### src/rtl/serial_lteq_cmp_pkg.sv
// Shared types and sizing helpers for the digit-serial a<=b comparator (package cmp_pkg).
package cmp_pkg;

  typedef enum logic [1:0] {
    IDLE = 2'd0,
    RUN  = 2'd1,
    DONE = 2'd2
  } state_e;

  function automatic int ndigits(input int width, input int digit);
    return width / digit;
  endfunction

  // A single-digit sweep still needs a 1-bit counter to exist.
  function automatic int cnt_width(input int n);
    return (n > 1) ? $clog2(n) : 1;
  endfunction

endpackage

### src/rtl/serial_lteq_cmp_digit_cmp.sv
// Combinational DIGIT-bit magnitude compare feeding the serial le chain.
module digit_cmp #(
  parameter int DIGIT = 4
) (
  input  logic [DIGIT-1:0] a,
  input  logic [DIGIT-1:0] b,
  output logic             lt,
  output logic             eq
);

  assign lt = (a < b);
  assign eq = (a == b);

endmodule

### src/rtl/serial_lteq_cmp.sv
// Digit-serial a<=b comparator: LSB-first sweep, DIGIT bits per cycle, valid/ready on both sides.
// Optional macro SERIAL_CMP_SIGNED_EN switches to a two's-complement compare.
module serial_lteq_cmp
  import cmp_pkg::*;
#(
  parameter int WIDTH = 32,
  parameter int DIGIT = 4
) (
  input  logic             clk,
  input  logic             rst,
  input  logic             in_valid,
  output logic             in_ready,
  input  logic [WIDTH-1:0] in_a,
  input  logic [WIDTH-1:0] in_b,
  output logic             out_valid,
  input  logic             out_ready,
  output logic             out_lteq,
  output logic             busy
);

  localparam int NDIGITS = ndigits(WIDTH, DIGIT);
  localparam int CW      = cnt_width(NDIGITS);
  localparam logic [CW-1:0] LAST = CW'(NDIGITS - 1);

  state_e           state, state_next;
  logic [WIDTH-1:0] a_sh, b_sh;
  logic [CW-1:0]    cnt;
  logic             le;
  logic             lteq_q;

  logic [DIGIT-1:0] ad, bd;
  logic             d_lt, d_eq, le_next, last_digit, accept;

  assign last_digit = (cnt == LAST);
  assign accept     = (state == IDLE) && in_valid;

`ifdef SERIAL_CMP_SIGNED_EN
  // Flipping both sign bits on the top digit maps two's complement onto unsigned order.
  logic [DIGIT-1:0] msb_flip;
  always_comb begin
    // NOTE: default assignment first so no path leaves the signal unassigned (no latch).
    msb_flip            = '0;
    msb_flip[DIGIT-1]   = last_digit;
  end
  assign ad = a_sh[DIGIT-1:0] ^ msb_flip;
  assign bd = b_sh[DIGIT-1:0] ^ msb_flip;
`else
  assign ad = a_sh[DIGIT-1:0];
  assign bd = b_sh[DIGIT-1:0];
`endif

  digit_cmp #(.DIGIT(DIGIT)) u_digit_cmp (
    .a  (ad),
    .b  (bd),
    .lt (d_lt),
    .eq (d_eq)
  );

  // Higher digits override lower ones because the sweep runs LSB-first.
  assign le_next = d_lt | (d_eq & le);

  always_comb begin
    state_next = state;
    case (state)
      IDLE:    if (in_valid)   state_next = RUN;
      RUN:     if (last_digit) state_next = DONE;
      DONE:    if (out_ready)  state_next = IDLE;
      default:                 state_next = IDLE;
    endcase
  end

  always_ff @(posedge clk or posedge rst) begin
    // NOTE: sequential state uses non-blocking assignments so all registers update together.
    if (rst) state <= IDLE;
    else     state <= state_next;
  end

  always_ff @(posedge clk or posedge rst) begin
    // NOTE: the shift registers are plain flops, not a memory, so they are cleared on reset too.
    if (rst) begin
      a_sh   <= '0;
      b_sh   <= '0;
      cnt    <= '0;
      le     <= 1'b1;
      lteq_q <= 1'b0;
    end else if (accept) begin
      a_sh <= in_a;
      b_sh <= in_b;
      cnt  <= '0;
      le   <= 1'b1;
    end else if (state == RUN) begin
      a_sh <= a_sh >> DIGIT;
      b_sh <= b_sh >> DIGIT;
      cnt  <= cnt + CW'(1);
      le   <= le_next;
      if (last_digit) lteq_q <= le_next;
    end
  end

  assign in_ready  = (state == IDLE);
  assign busy      = (state == RUN);
  assign out_valid = (state == DONE);
  assign out_lteq  = lteq_q;

endmodule

### config.mk
export PLATFORM = sky130hd
export DESIGN_NAME = serial_lteq_cmp
export DESIGN_NICKNAME = d
export VERILOG_FILES = /design/src/rtl/serial_lteq_cmp_pkg.sv /design/src/rtl/serial_lteq_cmp_digit_cmp.sv /design/src/rtl/serial_lteq_cmp.sv
export SDC_FILE = /design/constraint.sdc
export NUM_CORES = 1
export LEC_CHECK = 0
export ABC_AREA = 1
export BUFFER_PORTS_ARGS = -buffer_cell sky130_fd_sc_hd__buf_2
export CAP_MARGIN = 20
export CORE_ASPECT_RATIO = 0.9
export CORE_UTILIZATION = 60
export CTS_BUF_LIST = sky130_fd_sc_hd__clkbuf_4
export CTS_CLUSTER_SIZE = 16
export DETAILED_ROUTE_END_ITERATION = 16
export PLACE_DENSITY = 0.87
export SLEW_MARGIN = 30
export SYNTH_ARGS = -nofsm -noshare
export SYNTH_HDL_FRONTEND = slang
export SYNTH_SLANG_ARGS = --single-unit
### constraint.sdc
create_clock -name clk -period 6.5 [get_ports clk]
set_input_delay 1.3 -clock clk [delete_from_list [all_inputs] [get_ports clk]]
set_output_delay 1.3 -clock clk [all_outputs]
set_load 0.005 [all_outputs]
==> flow_summary.toml <==
[run_status]
status = "complete, no violations"

[global_route]
antenna_found_initial = 0
grt_pass1_vias = 2549
grt_max_degree = 72
grt-ovfl-total = 0
grt_use_total_pct = 24.9
grt_pass1_wl_um = 10800

[yosys]
synthMuxAreaShare_pct = 0
synthAdderAreaFrac_pct = 2.29
netlist_area_um2 = 3280
synth_compound_area_share_pct = 1.75
yosys.area_share.simple_pct = 35.4
yosys.area.top_type = "dfrtp_1"
avgSynthCellArea_um2 = 8.57
yosys.area.top_type_share_pct = 53.4
synth_warnings = 0
syn_inst = 383
synth-seq-cells = 71
synth_xor_area_share_pct = 0
synth_cell_types = 22
synth_area_leaders = "dfrtp_1 53%, nand2_1 22%, nand3_1 6.4%"
syn_nets = 457
synth_seq_area_share_pct = 54.2
synth_top_family_by_area = "simple AND/OR/NAND/NOR gates"

[sta]
max_slew_margin_pct = 46.4
hold_violations = 0
maxSlewViolCount = 0
finClkSkew_ps = 8.02
fin_crit_sh_pct = 51.2
finalCriticalPeriod_ps = 3330
worst_pin_slew_ps = 803
rsz0062_at_grt = "false"
setup_violations = 0
setup_tns_ps = 0
fmaxAchievable_ghz = 0.301
finalWorstSetupSlack_ps = 3170

[drt]
detail_route.vias_per_cell = 5.11
ant_nets = 0
highest_layer = "met4"
met2_length_um = 3380
drt-pass1-iter-count = 4
dr_wl_met3_um = 273
drt_iter0_markers = 117
vias = 2657
drt-met1-wl_um = 2680
wirelength_um = 6500
drc = 0
wl_per_cell_um = 12.5

[clock_network]
htreeDepth = 3
postCtsSetupRepairBufs = 0
hold_buffers = 0
clockRootBuffer = "clkbuf_4"
clk_pin_slew_ps = 100
clock_latency_ps = 400
clockBufferDepth = 2
cts_tree = "built"
ctsResizeCount = 0
cts.sinks = 71
cts_buffers = 9

[finish]
instances_no_fill = 520
nets = 522
syn_to_final_growth_pct = 13.1
drive_gt1_share_pct = 26.0
n_fill_cell = 448
num_antenna_cells = 0

[floorplan]
row_count = 25
core_area_um2 = 5260
die_area_um2 = 5770
io_pins = 72
start_util_pct = 62.5
die_h_um = 72.2
die_w_um = 80.0

[pwr]
p_per_area_nw_per_um2 = 446
ir_drop_v = 0.000254
p_leak_uw = 0.00202

[setup_path]
cp-end-kind = "output port"
worstSetupPathType = "reg -> out"
critical_path_required_ps = 5200
critPathMaxFanout = 62
arrival_ps = 2030
start_kind = "flop"

[placed_design]
detailed_place_hpwl_um = 4270
port_buffers = 71
dp.cells = 503
pre_cts_ws_ps = 3620
place_congestion = 0.787

[job]
maxCapViolCount = 0

[min_path]
hold_class = "reg -> reg"
==> registers in the layout, summed over array words and instances (netlist names) <==
register and flops:
le 1, a_sh 32, b_sh 32, state 2
cnt 3, out_lteq 1
==> report_power, final <==
group | switching [uW] | leakage, uW | total (uW) | internal, uW
combinational | 425 | 0.00105 | 664 | 239
sequential | 105 | 0.000892 | 749 | 643
clock | 139 | 0.0000729 | 244 | 105
==> cells in the mapped netlist <==
cell type,instances
nand2_2,11
inv_1,10
a21oi_1,3
inv_4,1
nor2_4,1
nor2_1,2
nand2_1,196
nand2_4,2
nand3_1,42
o21ai_0,1
buf_4,7
inv_2,2
nand4_1,1
ha_1,6
dfrtp_1,70
buf_2,6
nand3_2,10
buf_6,4
o211ai_1,4
o31ai_1,1
dfstp_2,1
buf_8,2
==> per-layer routing <==
layer  vias to the layer above  GRT usage (%)
met5                         -              0
met2                        68           43.6
met1                      1232           28.4
met4                         0           9.52
met3                        18           8.18
li1                       1339              -
==> stage by stage <==
| stage | util (%) | hold slack [ps] | area (um^2) | power, uW |
|---|---|---|---|---|
| after floorplan | - | 442 | 3280 | 1310 |
| after global placement | 68.0 | 455 | 3570 | 1380 |
| after detailed placement | 68.0 | 464 | 3570 | 1430 |
| after CTS | 70.2 | 488 | 3690 | 1670 |
| after global routing | 70.6 | 511 | 3710 | 1800 |
| final | 70.6 | 481 | 3710 | 1660 |
==> cell type report <==
type	count	area (um^2)	share of cell area [%]
Inverter	13	55.1	1.48
Tap cell	67	83.8	2.26
Sequential cell	71	1780	47.9
Clock inverter	1	5.00	0.135
Timing Repair Buffer	73	383	10.3
Multi-Input combinational cell	280	1290	34.9
Clock buffer	15	113	3.03
==> critical path, cell delays in order (launching register included) <==
cell      delay (ps)
dfrtp_1          400
inv_1             90
nand2_2          120
clkinv_2         640
buf_2            370
==> layout by cell type (no fill, tap or decap) <==
cell | netlist | layout
ha_1 | 6 | 6
nor2_4 | 1 | 1
o21ai_0 | 1 | 1
clkinv_2 | 0 | 2
o211ai_1 | 4 | 4
dfstp_2 | 1 | 1
inv_2 | 2 | 1
a21oi_1 | 3 | 3
clkbuf_4 | 0 | 15
inv_4 | 1 | 2
nand3_2 | 10 | 10
nand2_4 | 2 | 2
o31ai_1 | 1 | 1
buf_12 | 0 | 1
nand2_1 | 196 | 196
inv_1 | 10 | 9
nand2_2 | 11 | 11
buf_4 | 7 | 1
nand3_1 | 42 | 42
nand4_1 | 1 | 1
buf_2 | 6 | 71
dfrtp_1 | 70 | 70
nor2_1 | 2 | 2
==> final timing paths <==
check	start	end	slack [ps]	cells past startpoint
setup / recovery	state[1]	busy	3170	4
hold / removal	b_sh[30]	b_sh[30]	480	2
setup reg to reg	state[1]	out_lteq	4630	7
hold reg to reg	b_sh[30]	b_sh[30]	480	2
max in group asynchronous	rst	le	4960	4
min in group asynchronous	rst	a_sh[31]	930	3
==> logic make-up after synthesis <==
kind of cell    after synthesis
compound gates                9
flops                        71
buf+inv                      32
fa+ha+maj                     6
simple gates                265
No activity file was read; power rests on OpenSTA's default activity.
